--- src/rtl/fetch_ctrl.sv ---
// Instruction-fetch sequencer: owns the fetch PC, issues word requests, applies static
// predecoded redirects and buffers fetched words in a small circular FIFO toward decode.
module fetch_ctrl #(
    parameter logic [31:0] RESET_PC = 32'h0000_0000,
    parameter int          DEPTH    = 2
) (
    input  logic        clk_i,
    input  logic        rst_ni,
    output logic        imem_valid_o,
    output logic [31:0] imem_addr_o,
    input  logic        imem_ready_i,
    input  logic [31:0] imem_rdata_i,
    output logic [31:0] pd_instr_o,
    input  logic        pd_jal_i,
    input  logic        pd_jalr_i,
    input  logic        pd_branch_i,
    input  logic        pd_fence_i,
    input  logic        pd_valid_i,
    input  logic [31:0] pd_imm_i,
    output logic        inst_valid_o,
    input  logic        inst_ready_i,
    output logic [31:0] inst_pc_o,
    output logic [31:0] inst_instr_o,
    output logic        inst_taken_o,
    output logic        inst_illegal_o,
    input  logic        redirect_i,
    input  logic [31:0] redirect_pc_i
);
    localparam int AW = (DEPTH > 1) ? $clog2(DEPTH) : 1;
    localparam logic [AW:0]   FULL_C  = (AW + 1)'(DEPTH);
    localparam logic [AW-1:0] PTR_ONE = AW'(1);

    typedef enum logic [1:0] {S_REQ = 2'd0, S_HOLD = 2'd1, S_DRAIN = 2'd2} state_e;

    state_e        state_q, state_d;
    logic [31:0]   pc_q, pc_d;
    logic [31:0]   drain_addr_q, drain_addr_d;
    logic [AW:0]   count_q, count_d;
    logic [AW-1:0] wr_ptr_q, wr_ptr_d, rd_ptr_q, rd_ptr_d;
    logic [31:0]   fifo_pc_q    [DEPTH];
    logic [31:0]   fifo_instr_q [DEPTH];
    logic          fifo_taken_q [DEPTH];
    logic          fifo_ill_q   [DEPTH];
    logic          fire_s, push_s, pop_s, flush_s, taken_s;

    assign imem_valid_o   = rst_ni && ((state_q == S_REQ && count_q < FULL_C) || state_q == S_DRAIN);
    assign imem_addr_o    = (state_q == S_DRAIN) ? drain_addr_q : pc_q;
    assign pd_instr_o     = imem_rdata_i;
    assign inst_valid_o   = (count_q != '0);
    assign inst_pc_o      = fifo_pc_q[rd_ptr_q];
    assign inst_instr_o   = fifo_instr_q[rd_ptr_q];
    assign inst_taken_o   = fifo_taken_q[rd_ptr_q];
    assign inst_illegal_o = fifo_ill_q[rd_ptr_q];
    assign fire_s         = imem_valid_o && imem_ready_i;
    assign pop_s          = inst_valid_o && inst_ready_i;

    // Next-state: redirect overrides everything; a stalled request must finish in DRAIN.
    always_comb begin
        state_d      = state_q;
        pc_d         = pc_q;
        drain_addr_d = drain_addr_q;
        push_s       = 1'b0;
        flush_s      = 1'b0;
        taken_s      = 1'b0;
        if (redirect_i) begin
            flush_s = 1'b1;
            pc_d    = {redirect_pc_i[31:2], 2'b00};
            if (imem_valid_o && !imem_ready_i) begin
                state_d      = S_DRAIN;
                drain_addr_d = imem_addr_o;
            end else begin
                state_d = S_REQ;
            end
        end else begin
            case (state_q)
                S_REQ: begin
                    if (fire_s) begin
                        push_s = 1'b1;
                        if (!pd_valid_i || pd_jalr_i || pd_fence_i) begin
                            state_d = S_HOLD;
                        end else if (pd_jal_i || (pd_branch_i && pd_imm_i[31])) begin
                            taken_s = 1'b1;
                            pc_d    = pc_q + pd_imm_i;
                        end else begin
                            pc_d = pc_q + 32'd4;
                        end
                    end else begin
                        state_d = S_REQ;
                    end
                end
                S_DRAIN: begin
                    if (imem_ready_i) begin
                        state_d = S_REQ;
                    end else begin
                        state_d = S_DRAIN;
                    end
                end
                S_HOLD:  state_d = S_HOLD;
                default: state_d = S_REQ;
            endcase
        end
    end

    // FIFO bookkeeping; a flush resets both pointers so the head is always slot 0 afterwards.
    always_comb begin
        count_d  = count_q;
        wr_ptr_d = wr_ptr_q;
        rd_ptr_d = rd_ptr_q;
        if (flush_s) begin
            count_d  = '0;
            wr_ptr_d = '0;
            rd_ptr_d = '0;
        end else begin
            if (push_s) begin
                wr_ptr_d = wr_ptr_q + PTR_ONE;
            end else begin
                wr_ptr_d = wr_ptr_q;
            end
            if (pop_s) begin
                rd_ptr_d = rd_ptr_q + PTR_ONE;
            end else begin
                rd_ptr_d = rd_ptr_q;
            end
            case ({push_s, pop_s})
                2'b10:   count_d = count_q + (AW + 1)'(1);
                2'b01:   count_d = count_q - (AW + 1)'(1);
                default: count_d = count_q;
            endcase
        end
    end

    // State, PC and FIFO storage registers.
    always_ff @(posedge clk_i) begin
        if (!rst_ni) begin
            state_q      <= S_REQ;
            pc_q         <= RESET_PC;
            drain_addr_q <= 32'h0000_0000;
            count_q      <= '0;
            wr_ptr_q     <= '0;
            rd_ptr_q     <= '0;
            for (int i = 0; i < DEPTH; i++) begin
                fifo_pc_q[i]    <= 32'h0000_0000;
                fifo_instr_q[i] <= 32'h0000_0000;
                fifo_taken_q[i] <= 1'b0;
                fifo_ill_q[i]   <= 1'b0;
            end
        end else begin
            state_q      <= state_d;
            pc_q         <= pc_d;
            drain_addr_q <= drain_addr_d;
            count_q      <= count_d;
            wr_ptr_q     <= wr_ptr_d;
            rd_ptr_q     <= rd_ptr_d;
            if (push_s) begin
                fifo_pc_q[wr_ptr_q]    <= pc_q;
                fifo_instr_q[wr_ptr_q] <= imem_rdata_i;
                fifo_taken_q[wr_ptr_q] <= taken_s;
                fifo_ill_q[wr_ptr_q]   <= !pd_valid_i;
            end
        end
    end
endmodule

--- config.mk ---
export PLATFORM = sky130hd
export DESIGN_NAME = fetch_ctrl
export DESIGN_NICKNAME = d
export VERILOG_FILES = /design/src/rtl/fetch_ctrl.sv
export SDC_FILE = /design/constraint.sdc
export NUM_CORES = 1
export LEC_CHECK = 0
export BUFFER_PORTS_ARGS = -buffer_cell sky130_fd_sc_hd__buf_2
export CAP_MARGIN = 25
export CORE_UTILIZATION = 60
export DETAILED_ROUTE_END_ITERATION = 10
export GPL_TIMING_DRIVEN = 0
export PLACE_DENSITY_LB_ADDON = 0.12
export SLEW_MARGIN = 0
export SYNTH_ARGS = -nofsm -noshare
export SYNTH_HDL_FRONTEND = slang
export SYNTH_SLANG_ARGS = --single-unit
export TNS_END_PERCENT = 5
--- constraint.sdc ---
create_clock -name clk_i -period 10.5 [get_ports clk_i]
set_input_delay 2.1 -clock clk_i [delete_from_list [all_inputs] [get_ports clk_i]]
set_output_delay 2.1 -clock clk_i [all_outputs]
set_load 0.01 [all_outputs]
Word level (Yosys, flattened, before mapping)

Memory sizes are Yosys's and may differ from the RTL's. A register that Yosys moved wholly into a read port is not among the register bits.
Index checks and enable logic that the tools add are counted.
W data, S select, Z words.

Output and inout port bits: 132
Memories kept: 4
Input bits: 106
Logic and storage cells: 98
RAM bits: 132
Flip-flop bits (word level): 70

Magnitude comparators: 1
Bitwise gates (word level): 2
Reduce and logical (&&, ||, !) cells: 26
Multiplexer cells: 46
Equal/unequal tests: 6
$add $sub $neg: 6

Memories:

| name         | words | width | rd ports | clocked after Yosys merged registers in | wr ports | RTL line | source |
|---|---|---|---|---|---|---|---|
| fifo_instr_q | 2     | 32    | 1        | 1                                       | 2        | 41       | `logic [31:0] fifo_instr_q [DEPTH];` |
| fifo_pc_q    | 2     | 32    | 1        | 1                                       | 2        | 40       | `logic [31:0] fifo_pc_q [DEPTH];` |
| fifo_ill_q   | 2     | 1     | 1        | 1                                       | 2        | 43       | `logic fifo_ill_q [DEPTH];` |
| fifo_taken_q | 2     | 1     | 1        | 1                                       | 2        | 42       | `logic fifo_taken_q [DEPTH];` |

Operators with widths:

| operator                | number |
|---|---|
| $mux W32                | 8 |
| $reduce_or A32 Y1       | 2 |
| $add A32 B3 Y32 const B | 1 |
| $add A32 B32 Y32        | 1 |
| $mux W1                 | 31 |
| $mux W2                 | 5 |
| $reduce_bool A2 Y1      | 4 |
| $logic_and A1 B1 Y1     | 6 |
| $pmux W2 S3             | 1 |
| $reduce_and A3 Y1       | 2 |
| $eq A2 B1 Y1 const B    | 2 |
| $eq A2 B2 Y1 const B    | 2 |
| $logic_or A1 B1 Y1      | 4 |
| $ne A4 B3 Y1 const B    | 1 |
| $pmux W2 S2             | 1 |
| $reduce_or A2 Y1        | 2 |
| $add A1 B1 Y1 const B   | 2 |
| $add A2 B1 Y2 const B   | 1 |
| $logic_not A1 Y1        | 2 |
| $logic_not A2 Y1        | 1 |
| $lt A2 B2 Y1 const B    | 1 |
| $ne A2 B2 Y1 const B    | 1 |
| $not A1 Y1              | 2 |
| $reduce_and A2 Y1       | 1 |
| other kinds (2)         | 3 |

Depth between registers and ports, before layout

Gate-level depths: netlist of the first run.

Depth after elaboration: 13
Depth in mapped cells: 13
Gate-level depth less buffers: 13

Least setup slack after synthesis of the first run

OpenSTA, ideal clock, no wires.

Path kind: input -> register
Start point: input port rst_ni
End point: memory fifo_instr_q[0][0] (enable)
Path slack: 5.442 ns
Buffers on the path: 2
Cell stages on the path: 7
Required time: 10.076 ns
Library setup time: 0.424 ns
Data arrival time: 4.634 ns
Cells stage by stage: buf_2 -> nand2b_1 -> nor4b_4 -> nand2_1 -> or2_2 -> clkbuf_1 -> nand2_1

RTL lines:

| what        | RTL line | source |
|---|---|---|
| from (decl) | 8        | `input logic rst_ni,` |
| to (decl)   | 41       |  |

Worst setup path after layout of the first run

Start point: input port rst_ni
End point: output port imem_valid_o

Word-level cells in the longest chain between the ends: 1

Ends and longest elaborated chain:

| what                | RTL line | source |
|---|---|---|
| $logic_and A1 B1 Y1 | 46       | `assign imem_valid_o = rst_ni && ((state_q == S_REQ && count_q < FULL_C) \|\| state_q == S_DRAIN);` |
| to (decl)           | 9        | `output logic imem_valid_o,` |

No other way between the ends.

==> run_summary.xml, run 1 <==
<?xml version="1.0" encoding="UTF-8"?>
<metrics>
  <group name="outcome">
    <metric name="result_of_the_run" unit="">finished, final reports clean</metric>
  </group>
  <group name="global_route">
    <metric name="grt_pass1_wl" unit="um">46500</metric>
    <metric name="first_global_vias" unit="">8903</metric>
    <metric name="grt_overflow" unit="">0</metric>
    <metric name="grtUsageTotal" unit="%">30.4</metric>
    <metric name="initial_antenna_violation_count" unit="">0</metric>
    <metric name="grt_start_max_net_pins" unit="">65</metric>
  </group>
  <group name="worst_setup_path">
    <metric name="max_stage_delay" unit="ns">0.27</metric>
    <metric name="critPathRequiredTime" unit="ns">8.40</metric>
    <metric name="cp_common_cell" unit="">buf_2</metric>
    <metric name="timing.critical_path.arrival" unit="ns">2.95</metric>
    <metric name="cp_slowest_cell" unit="">a21oi_1</metric>
    <metric name="worst_setup_path_end_kind" unit="">primary output</metric>
    <metric name="critical_path_peak_fanout" unit="">9</metric>
    <metric name="cp_cell_sequence" unit="">buf_2 -&gt; nand2b_1 -&gt; a21oi_1 -&gt; buf_2</metric>
    <metric name="startpoint_type" unit="">input port</metric>
    <metric name="critical_path_class" unit="">in -&gt; out</metric>
  </group>
  <group name="synth">
    <metric name="yosys_register_bits" unit="">203</metric>
    <metric name="ys_seq_area_share" unit="%">46.8</metric>
    <metric name="syn-mean-instance-area" unit="um2">10.5</metric>
    <metric name="synth_nets" unit="">1231</metric>
    <metric name="async_flop_share" unit="%">0</metric>
    <metric name="synth.yosys.warnings" unit="">0</metric>
    <metric name="synth.lib_cells_used.distinct" unit="">64</metric>
    <metric name="yosys_most_used_dff" unit="">edfxtp_1</metric>
    <metric name="synth_edf_count" unit="">128</metric>
    <metric name="number_of_instances_in_the_synthesized_netlist" unit="">1091</metric>
    <metric name="synth_area" unit="um2">11400</metric>
  </group>
  <group name="timing">
    <metric name="count_of_final_max_slew_check_failures" unit="">0</metric>
    <metric name="period_needed" unit="ns">5.05</metric>
    <metric name="grt_setup_unrepaired" unit="">no</metric>
    <metric name="fmax" unit="MHz">198</metric>
    <metric name="setup-violations-final" unit="">0</metric>
    <metric name="layout_worst_path_cycle_share" unit="%">48.1</metric>
    <metric name="worst_slew_margin_rel" unit="%">38.1</metric>
    <metric name="fin_tns_setup" unit="ns">0</metric>
    <metric name="worst_clock_skew" unit="ns">0.0199</metric>
    <metric name="report.final.hold_viol_count" unit="">0</metric>
    <metric name="post-route-worst-setup-slack" unit="ns">5.45</metric>
    <metric name="worst-slew-pin-transition" unit="ns">0.928</metric>
  </group>
  <group name="place">
    <metric name="dp_cells" unit="">1558</metric>
    <metric name="detailedPlacementHpwl" unit="um">22000</metric>
    <metric name="detailedPlace.worstSlack" unit="ns">5.34</metric>
    <metric name="gpl.final_weighted_congestion" unit="">0.942</metric>
    <metric name="count_of_buffers_inserted_at_the_top_level_ports" unit="">233</metric>
  </group>
  <group name="power">
    <metric name="max-vdd-ir-drop" unit="mV">0.109</metric>
    <metric name="leakage_power" unit="nW">5.75</metric>
    <metric name="powerDensity" unit="nW/um2">146</metric>
  </group>
  <group name="floorplan">
    <metric name="fp-row-count" unit="">50</metric>
    <metric name="boundaryPins" unit="">238</metric>
    <metric name="die_extent_in_y" unit="um">140</metric>
    <metric name="floorplan.die.width" unit="um">140</metric>
    <metric name="design.core.area" unit="um2">18700</metric>
    <metric name="dieArea" unit="um2">19600</metric>
    <metric name="initial_core_utilization" unit="%">61.1</metric>
  </group>
  <group name="clock_network">
    <metric name="clk-insertion-delay-late" unit="ns">0.50</metric>
    <metric name="clk_transition_reported_paths" unit="ns">0.06</metric>
    <metric name="clock_tree.buffer_depth" unit="">3</metric>
    <metric name="cts_hold_buf" unit="">0</metric>
    <metric name="tritoncts" unit="">yes</metric>
    <metric name="clockRootBuffer" unit="">clkbuf_16</metric>
    <metric name="cts_resized" unit="">0</metric>
    <metric name="post-cts-setup-buffer-count" unit="">0</metric>
    <metric name="cts_inserted_buffers" unit="">22</metric>
    <metric name="tritoncts_num_sinks" unit="">203</metric>
    <metric name="cts_htree_levels" unit="">1</metric>
  </group>
  <group name="drt">
    <metric name="via_per_inst" unit="">5.80</metric>
    <metric name="drc" unit="">0</metric>
    <metric name="vias" unit="">9266</metric>
    <metric name="dr.pass1.iters" unit="">7</metric>
    <metric name="ant_nets" unit="">0</metric>
    <metric name="routed_wl" unit="um">30400</metric>
    <metric name="drt_iter0_markers" unit="">654</metric>
    <metric name="post_drt_wl_per_cell" unit="um">19.0</metric>
  </group>
  <group name="layout">
    <metric name="non_filler_cells_in_the_finished_layout" unit="">1598</metric>
    <metric name="antenna_cells" unit="">0</metric>
    <metric name="layout_common_cells" unit="">242 x buf_2, 135 x and2_1, 128 x edfxtp_1</metric>
    <metric name="fin_nets" unit="">1488</metric>
    <metric name="area_growth" unit="%">19.5</metric>
    <metric name="final_layout_size_suffix_gt1_share" unit="%">31.2</metric>
    <metric name="mostFrequentLayoutCell" unit="">buf_2</metric>
  </group>
  <group name="flow_run">
    <metric name="timing.max_cap.violations" unit="">0</metric>
  </group>
  <group name="min_path">
    <metric name="hp-class" unit="">reg -&gt; reg</metric>
  </group>
</metrics>
==> cells in the mapped netlist (all sizes together), types with 6 or more instances <==
cell | n | area share, %
and2 | 135 | 7.4
edfxtp | 128 | 34
mux2 | 98 | 9.7
a21oi | 77 | 3.5
dfxtp | 75 | 13
o21ai | 60 | 2.6
clkbuf | 55 | 1.8
nand2 | 52 | 1.7
nor2 | 48 | 1.6
nor2b | 45 | 2.5
buf | 41 | 2.5
mux2i | 35 | 3.1
ha | 33 | 3.6
nand3 | 30 | 1.4
xor2 | 16 | 1.2
xnor2 | 15 | 1.1
and3 | 14 | 0.77
a31oi | 12 | 0.82
a21o | 11 | 0.72
inv | 11 | 0.36
o22ai | 9 | 0.49
nor3 | 8 | 0.35
nand4 | 7 | 0.38
nor3b | 7 | 0.46
o221ai | 7 | 0.59
or2 | 6 | 0.33
==> power breakdown <==
part / switching [mW] / internal [mW] / leakage [nW]
sequential: 0.0255 / 0.881 / 1.95
combinational: 0.162 / 0.123 / 3.45
clock: 0.310 / 0.498 / 0.360
==> metal layers <==
layer	part of all wire, %	up-vias	GRT usage (%)
met4	3.0	0	11.1
met2	48	379	52.8
met3	7.0	62	4.07
met5	0	-	0
met1	42	4391	38.8
li1	-	4434	-
==> final cells by class <==
type / count / area, um2
Timing Repair Buffer: 233 / 1170
Fill cell: 1396 / 5050
Buffer: 96 / 492
Tap cell: 234 / 293
Sequential cell: 203 / 5350
Multi-Input combinational cell: 781 / 5560
Clock inverter: 12 / 160
Inverter: 11 / 41.3
Clock buffer: 28 / 594
==> sequential cells by signal, indices dropped and copies added, names as in the netlist, named ones only <==
register,count
count_q,2
drain_addr_q,32
fifo_ill_q,2
fifo_instr_q,64
fifo_pc_q,64
fifo_taken_q,2
pc_q,30
rd_ptr_q,1
state_q,2
wr_ptr_q,1
==> worst max-delay path: cells and delay by family <==
family,cells,cell delay [ns]
AOI/OAI and AO/OA,1,0.27
and+or+nand+nor,1,0.15
buffers and inverters,2,0.42
==> kinds of logic after synthesis <==
family,synth area share [%]
AND/OR/NAND/NOR,18.0
XOR/XNOR,2.38
adder cells (fa/ha/maj),3.79
multiplexers,12.7
flip-flops,46.8
buffers and inverters,4.66
AO/OA/AOI/OAI,11.7
==> worst paths after layout <==
kind	from	cells past startpoint	end	slack, ns
worst min register to register	fifo_ill_q[1]$_DFF_P_	2	fifo_ill_q[1]$_DFF_P_	0.50
worst max-delay path	rst_ni	4	imem_valid_o	5.45
worst min-delay path	fifo_ill_q[1]$_DFF_P_	2	fifo_ill_q[1]$_DFF_P_	0.50
worst max register to register	flop	13	pc_q[22]$_SDFFE_PN0P_	7.18
==> metrics by stage <==
stage / instance area, um2 / total power, mW / util [%] / hold WS [ns]
6_report: 13700 / 2.00 / 73.0 / 0.503
5_1_grt: 13700 / 2.06 / 73.0 / 0.534
4_1_cts: 13700 / 2.00 / 73.0 / 0.500
3_5_place_dp: 12900 / 1.20 / 69.0 / 0.484
3_3_place_gp: 12900 / 1.20 / 68.9 / 0.461
2_1_floorplan: 11400 / 1.10 / - / 0.448
(Power assumes the default switching activity.)
==> inputs of run 2 (changes only) <==
--- a/config.mk
+++ b/config.mk
@@ -7,7 +7,7 @@
 export LEC_CHECK = 0
 export BUFFER_PORTS_ARGS = -buffer_cell sky130_fd_sc_hd__buf_2
 export CAP_MARGIN = 25
-export CORE_UTILIZATION = 60
+export CORE_UTILIZATION = 50
 export DETAILED_ROUTE_END_ITERATION = 10
 export GPL_TIMING_DRIVEN = 0
 export PLACE_DENSITY_LB_ADDON = 0.12
==> constraint.sdc (replaced) <==
create_clock -name clk_i -period 4.55 [get_ports clk_i]
set_input_delay 0.91 -clock clk_i [delete_from_list [all_inputs] [get_ports clk_i]]
set_output_delay 0.91 -clock clk_i [all_outputs]
set_load 0.01 [all_outputs]
==> run 2 against run 1 <==
  * Sequential power grew 130%
  * Global-route usage fell by 4.5 points
  * Highest routed layer unchanged
  * Cell area about the same
  * Setup slack worse by 4.6 ns
  * Register-to-register slack worse by 6.0 ns
==> run_summary.xml, run 2 (synthesized netlist as in run 1, its figures left out) <==
<?xml version="1.0" encoding="UTF-8"?>
<metrics>
  <group name="floorplan">
    <metric name="die_extent_in_y" unit="um">153</metric>
    <metric name="initial_core_utilization" unit="%">51.7</metric>
    <metric name="fp-row-count" unit="">54</metric>
    <metric name="design.core.area" unit="um2">22100</metric>
    <metric name="boundaryPins" unit="">238</metric>
    <metric name="dieArea" unit="um2">23500</metric>
    <metric name="floorplan.die.width" unit="um">153</metric>
  </group>
  <group name="worst_setup_path">
    <metric name="timing.critical_path.arrival" unit="ns">2.83</metric>
    <metric name="critical_path_peak_fanout" unit="">10</metric>
    <metric name="worst_setup_path_end_kind" unit="">primary output</metric>
    <metric name="startpoint_type" unit="">flop</metric>
    <metric name="r2r_cells" unit="">13</metric>
    <metric name="critical_path_class" unit="">reg -&gt; out</metric>
    <metric name="r2r_end" unit="">pc_q[22]$_SDFFE_PN0P_</metric>
    <metric name="reg2reg_setup_slack" unit="ns">1.19</metric>
    <metric name="critPathRequiredTime" unit="ns">3.64</metric>
  </group>
  <group name="drt">
    <metric name="vias" unit="">9202</metric>
    <metric name="drt_iter0_markers" unit="">837</metric>
    <metric name="post_drt_wl_per_cell" unit="um">18.5</metric>
    <metric name="ant_nets" unit="">0</metric>
    <metric name="dr.pass1.iters" unit="">5</metric>
    <metric name="routed_wl" unit="um">30500</metric>
    <metric name="drc" unit="">0</metric>
    <metric name="via_per_inst" unit="">5.59</metric>
  </group>
  <group name="power">
    <metric name="leakage_power" unit="nW">5.74</metric>
    <metric name="switching_share" unit="%">25.7</metric>
    <metric name="p_seq_share" unit="%">46.9</metric>
    <metric name="clock_power_share" unit="%">38.4</metric>
    <metric name="powerDensity" unit="nW/um2">327</metric>
    <metric name="max-vdd-ir-drop" unit="mV">0.231</metric>
    <metric name="p_int" unit="mW">3.31</metric>
    <metric name="comb_power_share" unit="%">14.7</metric>
    <metric name="power_spent_charging_and_discharging_nets" unit="mW">1.15</metric>
  </group>
  <group name="layout">
    <metric name="mostFrequentLayoutCell" unit="">buf_2</metric>
    <metric name="final_layout_size_suffix_gt1_share" unit="%">31.3</metric>
    <metric name="layout_common_cells" unit="">242 x buf_2, 135 x and2_1, 128 x edfxtp_1</metric>
    <metric name="final_util" unit="%">61.8</metric>
    <metric name="fin_nets" unit="">1489</metric>
    <metric name="area_growth" unit="%">19.5</metric>
    <metric name="antenna_cells" unit="">0</metric>
    <metric name="reg.largest.list" unit="">fifo_instr_q x64, fifo_pc_q x64, drain_addr_q x32</metric>
  </group>
  <group name="global_route">
    <metric name="grt_most_used_layer" unit="">met2</metric>
    <metric name="initial_antenna_violation_count" unit="">0</metric>
    <metric name="grt_overflow" unit="">0</metric>
    <metric name="grtUsageMet2" unit="%">44.6</metric>
    <metric name="grt_util_met3" unit="%">4.39</metric>
    <metric name="grtUsageTotal" unit="%">25.9</metric>
    <metric name="grt_pass1_wl" unit="um">47300</metric>
    <metric name="global_route.usage.met1" unit="%">33.2</metric>
    <metric name="grt_start_max_net_pins" unit="">65</metric>
    <metric name="first_global_vias" unit="">8783</metric>
  </group>
  <group name="outcome">
    <metric name="result_of_the_run" unit="">finished, final reports clean</metric>
  </group>
  <group name="timing">
    <metric name="worst_slew_margin_rel" unit="%">38.7</metric>
    <metric name="count_of_final_max_slew_check_failures" unit="">0</metric>
    <metric name="period_needed" unit="ns">3.74</metric>
    <metric name="layout_worst_path_cycle_share" unit="%">82.3</metric>
    <metric name="setup-violations-final" unit="">0</metric>
    <metric name="grt_setup_unrepaired" unit="">no</metric>
    <metric name="fmax" unit="MHz">267</metric>
    <metric name="worst-slew-pin-transition" unit="ns">0.919</metric>
    <metric name="worst_clock_skew" unit="ns">0.0178</metric>
    <metric name="report.final.hold_viol_count" unit="">0</metric>
    <metric name="fin_tns_setup" unit="ns">0</metric>
  </group>
  <group name="min_path">
    <metric name="hp-class" unit="">reg -&gt; reg</metric>
    <metric name="worstHoldPathCells" unit="">2</metric>
    <metric name="hold_path_startpoint" unit="">fifo_ill_q[1]$_DFF_P_</metric>
    <metric name="whs_endpoint" unit="">fifo_ill_q[1]$_DFF_P_</metric>
  </group>
  <group name="place">
    <metric name="gpl.final_weighted_congestion" unit="">1.00</metric>
    <metric name="detailedPlacementHpwl" unit="um">22100</metric>
    <metric name="count_of_buffers_inserted_at_the_top_level_ports" unit="">233</metric>
  </group>
  <group name="clock_network">
    <metric name="clk_transition_reported_paths" unit="ns">0.06</metric>
    <metric name="cts_inserted_buffers" unit="">23</metric>
    <metric name="cts_resized" unit="">0</metric>
    <metric name="post-cts-setup-buffer-count" unit="">0</metric>
    <metric name="tritoncts" unit="">yes</metric>
    <metric name="clock_tree.buffer_depth" unit="">3</metric>
    <metric name="clockRootBuffer" unit="">clkbuf_16</metric>
    <metric name="cts_htree_levels" unit="">1</metric>
    <metric name="clk-insertion-delay-late" unit="ns">0.51</metric>
    <metric name="cts_hold_buf" unit="">0</metric>
    <metric name="tritoncts_num_sinks" unit="">203</metric>
  </group>
  <group name="flow_run">
    <metric name="timing.max_cap.violations" unit="">0</metric>
  </group>
</metrics>
## run 2: cell types whose count changed in the layout (fill, tap and decap cells not counted)
cell        delta
clkinv_1       -3
clkinv_4       +1
inv_6          +1
clkbuf_16      +1
bufinv_16      -4
clkinvlp_4     -1
clkbuf_1       +2
clkinv_2       +1
clkbuf_8       +1
clkbuf_2       +3
## run 2: power groups by stage
stage / sequential [mW] / combinational (mW) / clock, mW
detailed placement: 2.13 / 0.650 / 0
global placement: 2.13 / 0.643 / 0
global route: 2.10 / 0.720 / 1.80
finish: 2.09 / 0.658 / 1.71
CTS: 2.09 / 0.656 / 1.74
floorplan: 2.10 / 0.428 / 0
## run 2: worst max-delay path by stage
stage,startpoint,end,slack (ns),depth (start not counted)
6_report,state_q[1]$_SDFFE_PN0P_,imem_addr_o[1],0.81,5
5_1_grt,state_q[1]$_SDFFE_PN0P_,imem_addr_o[1],0.75,5
4_1_cts,state_q[1]$_SDFFE_PN0P_,imem_addr_o[1],0.82,5
3_5_place_dp,pd_imm_i[0],pc_q[22]$_SDFFE_PN0P_,0.63,14
3_3_place_gp,rst_ni,fifo_instr_q[0][29]$_SDFFCE_PN0P_,-0.30,7
2_1_floorplan,rst_ni,fifo_instr_q[0][0]$_SDFFCE_PN0P_,0.68,7
## run 2: area by class of cell
type | count | area [um2]
well taps | 280 | 350
flip-flops and latches | 203 | 5350
fillers | 1877 | 8440
inverters | 11 | 41.3
clock inverters | 7 | 43.8
plain buffers | 96 | 492
repair buffers | 233 | 1170
clock buffers | 35 | 656
multi-input cells | 781 | 5560
## run 2: worst max-delay path: stages (launching register included)
cell	delay (ns)
dfxtp_1	0.40
inv_1	0.08
nor2_1	0.55
clkbuf_1	0.70
mux2_2	0.42
buf_2	0.17
## run 2: layer usage
metal,vias to the layer above,routed length [um]
met5,-,0
met4,0,789
met3,59,2270
met2,391,14400
met1,4322,13000
li1,4430,-
## run 2: through the flow
step	cells	worst slack, ns	hold WS (ns)	power, mW	cell area [um2]
after global routing	1646	0.751	0.510	4.62	13700
after global placement	1604	-0.298	0.459	2.77	12900
after floorplan	1091	0.682	0.448	2.53	11400
final	1646	0.808	0.485	4.46	13700
after CTS	1646	0.817	0.485	4.48	13700
after detailed placement	1604	0.634	0.471	2.78	13000
==> inputs of run 3 (changes only) <==
--- a/config.mk
+++ b/config.mk
@@ -5,9 +5,10 @@
 export SDC_FILE = /design/constraint.sdc
 export NUM_CORES = 1
 export LEC_CHECK = 0
+export ABC_AREA = 1
 export BUFFER_PORTS_ARGS = -buffer_cell sky130_fd_sc_hd__buf_2
 export CAP_MARGIN = 25
-export CORE_UTILIZATION = 50
+export CORE_UTILIZATION = 56
 export DETAILED_ROUTE_END_ITERATION = 10
 export GPL_TIMING_DRIVEN = 0
 export PLACE_DENSITY_LB_ADDON = 0.12
==> constraint.sdc (replaced) <==
create_clock -name clk_i -period 3.7 [get_ports clk_i]
set_input_delay 0.74 -clock clk_i [delete_from_list [all_inputs] [get_ports clk_i]]
set_output_delay 0.74 -clock clk_i [all_outputs]
set_load 0.01 [all_outputs]
==> run 3 against run 2 <==
  * Sequential power up 24%
  * Final cell count up 30%
  * Core utilization up 6.2 points
==> run_summary.xml, run 3 <==
<?xml version="1.0" encoding="UTF-8"?>
<metrics>
  <group name="clock_network">
    <metric name="clockRootBuffer" unit="">clkbuf_16</metric>
    <metric name="tritoncts_num_sinks" unit="">203</metric>
    <metric name="tritoncts" unit="">yes</metric>
    <metric name="clk-insertion-delay-late" unit="ns">0.50</metric>
    <metric name="cts_htree_levels" unit="">1</metric>
    <metric name="cts_resized" unit="">0</metric>
    <metric name="clk_transition_reported_paths" unit="ns">0.06</metric>
    <metric name="clock_tree.buffer_depth" unit="">3</metric>
    <metric name="post-cts-setup-buffer-count" unit="">0</metric>
    <metric name="cts_hold_buf" unit="">0</metric>
    <metric name="cts_inserted_buffers" unit="">22</metric>
  </group>
  <group name="layout">
    <metric name="multi_input_area" unit="um2">5520</metric>
    <metric name="fin_nets" unit="">1998</metric>
    <metric name="mostFrequentLayoutCell" unit="">nand2_1</metric>
    <metric name="antenna_cells" unit="">0</metric>
    <metric name="finish.instance_area" unit="um2">14500</metric>
    <metric name="num-fill-cells" unit="">1864</metric>
    <metric name="layout_common_cells" unit="">370 x nand2_1, 243 x inv_1, 243 x buf_2</metric>
    <metric name="area.sequential" unit="um2">5350</metric>
    <metric name="final_layout_size_suffix_gt1_share" unit="%">21.7</metric>
    <metric name="non_filler_cells_in_the_finished_layout" unit="">2148</metric>
    <metric name="area_growth" unit="%">17.8</metric>
    <metric name="reg.largest.list" unit="">fifo_instr_q x64, fifo_pc_q x64, drain_addr_q x32</metric>
  </group>
  <group name="synth">
    <metric name="yosysTopAreaCell" unit="">edfxtp_1</metric>
    <metric name="async_flop_share" unit="%">0</metric>
    <metric name="synth_most_common_cell" unit="">nand2_1</metric>
    <metric name="number_of_instances_in_the_synthesized_netlist" unit="">1600</metric>
    <metric name="netlist_top_cells_area" unit="">edfxtp_1 31%, dfxtp_1 12%, nand2_1 11%</metric>
    <metric name="synth.lib_cells_used.distinct" unit="">38</metric>
    <metric name="synth.yosys.warnings" unit="">0</metric>
    <metric name="yosys_most_used_dff" unit="">edfxtp_1</metric>
    <metric name="netlist_top_cells_count" unit="">372 x nand2_1, 243 x inv_1, 191 x nor2_1</metric>
    <metric name="ys_seq_area_share" unit="%">43.5</metric>
    <metric name="yosys_register_bits" unit="">203</metric>
    <metric name="synth_area" unit="um2">12300</metric>
    <metric name="synth_edf_count" unit="">128</metric>
    <metric name="synth_nets" unit="">1740</metric>
    <metric name="synth_top_area_share" unit="%">31.3</metric>
    <metric name="syn-mean-instance-area" unit="um2">7.68</metric>
  </group>
  <group name="timing">
    <metric name="layout_worst_path_cycle_share" unit="%">87.9</metric>
    <metric name="period_needed" unit="ns">3.25</metric>
    <metric name="count_of_final_max_slew_check_failures" unit="">0</metric>
    <metric name="fmax" unit="MHz">307</metric>
    <metric name="setup-violations-final" unit="">0</metric>
    <metric name="worst_slew_margin_rel" unit="%">38.4</metric>
    <metric name="grt_setup_unrepaired" unit="">no</metric>
    <metric name="worst-slew-pin-transition" unit="ns">0.925</metric>
    <metric name="worst_clock_skew" unit="ns">0.0160</metric>
    <metric name="post-route-worst-setup-slack" unit="ns">0.446</metric>
    <metric name="holdWs" unit="ns">0.447</metric>
    <metric name="report.final.hold_viol_count" unit="">0</metric>
  </group>
  <group name="drt">
    <metric name="vias" unit="">11525</metric>
    <metric name="ant_nets" unit="">0</metric>
    <metric name="drc" unit="">0</metric>
    <metric name="via_per_inst" unit="">5.37</metric>
    <metric name="post_drt_wl_per_cell" unit="um">17.3</metric>
    <metric name="drt_iter0_markers" unit="">749</metric>
    <metric name="routed_wl" unit="um">37200</metric>
    <metric name="dr.pass1.iters" unit="">5</metric>
  </group>
  <group name="global_route">
    <metric name="initial_antenna_violation_count" unit="">0</metric>
    <metric name="first_global_vias" unit="">10732</metric>
    <metric name="grt_pass1_wl" unit="um">55900</metric>
    <metric name="grt_start_max_net_pins" unit="">67</metric>
    <metric name="grt_overflow" unit="">0</metric>
    <metric name="grtUsageTotal" unit="%">32.8</metric>
  </group>
  <group name="place">
    <metric name="place_area" unit="um2">13800</metric>
    <metric name="gpl.final_weighted_congestion" unit="">0.941</metric>
    <metric name="count_of_buffers_inserted_at_the_top_level_ports" unit="">234</metric>
    <metric name="detailedPlace.worstSlack" unit="ns">0.193</metric>
    <metric name="dp_cells" unit="">2109</metric>
    <metric name="detailedPlacementHpwl" unit="um">28500</metric>
  </group>
  <group name="floorplan">
    <metric name="dieArea" unit="um2">22500</metric>
    <metric name="floorplan.die.width" unit="um">150</metric>
    <metric name="die_extent_in_y" unit="um">150</metric>
    <metric name="fp-row-count" unit="">53</metric>
    <metric name="initial_core_utilization" unit="%">57.7</metric>
    <metric name="design.core.area" unit="um2">21300</metric>
    <metric name="boundaryPins" unit="">238</metric>
  </group>
  <group name="power">
    <metric name="max-vdd-ir-drop" unit="mV">0.305</metric>
    <metric name="leakage_power" unit="nW">6.80</metric>
    <metric name="powerDensity" unit="nW/um2">383</metric>
  </group>
  <group name="worst_setup_path">
    <metric name="critical_path_peak_fanout" unit="">10</metric>
    <metric name="startpoint_type" unit="">flop</metric>
    <metric name="worst_setup_path_end_kind" unit="">primary output</metric>
    <metric name="r2r_end" unit="">fifo_instr_q[1][26]$_SDFFCE_PN0P_</metric>
    <metric name="critPathRequiredTime" unit="ns">2.96</metric>
    <metric name="rr_startpoint" unit="">count_q[1]$_SDFFE_PP0P_</metric>
    <metric name="timing.critical_path.arrival" unit="ns">2.51</metric>
    <metric name="critical_path_class" unit="">reg -&gt; out</metric>
    <metric name="r2r_cells" unit="">9</metric>
    <metric name="reg2reg_setup_slack" unit="ns">0.69</metric>
  </group>
  <group name="min_path">
    <metric name="hold_path_startpoint" unit="">drain_addr_q[5]$_SDFFE_PN0P_</metric>
    <metric name="hp-class" unit="">reg -&gt; reg</metric>
    <metric name="worstHoldPathCells" unit="">2</metric>
    <metric name="whs_endpoint" unit="">drain_addr_q[5]$_SDFFE_PN0P_</metric>
  </group>
  <group name="outcome">
    <metric name="result_of_the_run" unit="">finished, final reports clean</metric>
  </group>
  <group name="flow_run">
    <metric name="timing.max_cap.violations" unit="">0</metric>
  </group>
</metrics>
==> run 3: cell types whose count changed after synthesis, sizes merged, moves of 12 or more <==
| cell | before | now |
|---|---|---|
| inv | 11 | 246 |
| and3 | 14 | 0 |
| mux2i | 35 | 0 |
| nor3 | 8 | 21 |
| a22oi | 2 | 26 |
| mux2 | 98 | 64 |
| nor2b | 45 | 0 |
| nor2 | 48 | 214 |
| and2 | 135 | 1 |
| nand3 | 30 | 83 |
| xnor2 | 15 | 3 |
| o21ai | 60 | 96 |
| a21oi | 77 | 108 |
| nand2 | 52 | 373 |
==> run 3: worst max path at each step <==
stage | end | slack (ns) | cells after the start
after CTS | inst_instr_o[25] | 0.43 | 5
after global routing | inst_instr_o[25] | 0.37 | 5
after floorplan | fifo_instr_q[0][0]$_SDFFCE_PN0P_ | 0.19 | 11
after detailed placement | fifo_instr_q[1][26]$_SDFFCE_PN0P_ | 0.19 | 6
after global placement | fifo_instr_q[1][28]$_SDFFCE_PN0P_ | -1.33 | 6
final | inst_instr_o[25] | 0.45 | 5
==> run 3: layer usage <==
metal / global-route usage [%] / up-vias / routed length, um
met5: 0 / - / 0
met4: 18.3 / 0 / 2100
met3: 3.64 / 99 / 2500
met2: 55.6 / 481 / 17300
met1: 40.9 / 5289 / 15300
li1: - / 5656 / -
==> run 3: report_power, final <==
part           switching (mW)  internal [mW]  leakage [nW]
clock network           0.871           1.17         0.319
logic                   0.574          0.333          4.54
registers              0.0837           2.51          1.94
==> run 3: metrics by stage <==
stage                     TNS [ns]  util [%]  power (mW)
after floorplan                  0         -        3.18
after global placement     -142.59      64.8        3.52
after detailed placement         0      64.9        3.53
after CTS                        0      68.0        5.54
after global routing             0      68.0        5.74
final                            0      68.0        5.54
==> run 3: logic make-up after synthesis <==
logic type | synth area share (%)
flops | 43.5
compound gates | 10.6
simple gates | 23.8
mux | 5.87
fa+ha+maj | 3.52
xor+xnor | 0.927
buf+inv | 11.7
==> run 3: critical path, cell delays in order (launching register included) <==
cell and delay, ns:
dfxtp_1 0.30, clkbuf_1 0.19, buf_2 0.32, buf_1 0.62
mux2_2 0.42, buf_2 0.15
==> run 3: area by class of cell <==
type	instances	area share, %
Inverter	246	6.38
Sequential cell	203	36.9
Buffer	94	3.54
Clock inverter	6	0.233
Clock buffer	33	4.31
Tap cell	275	2.38
Multi-Input combinational cell	1057	38.1
Timing Repair Buffer	234	8.09
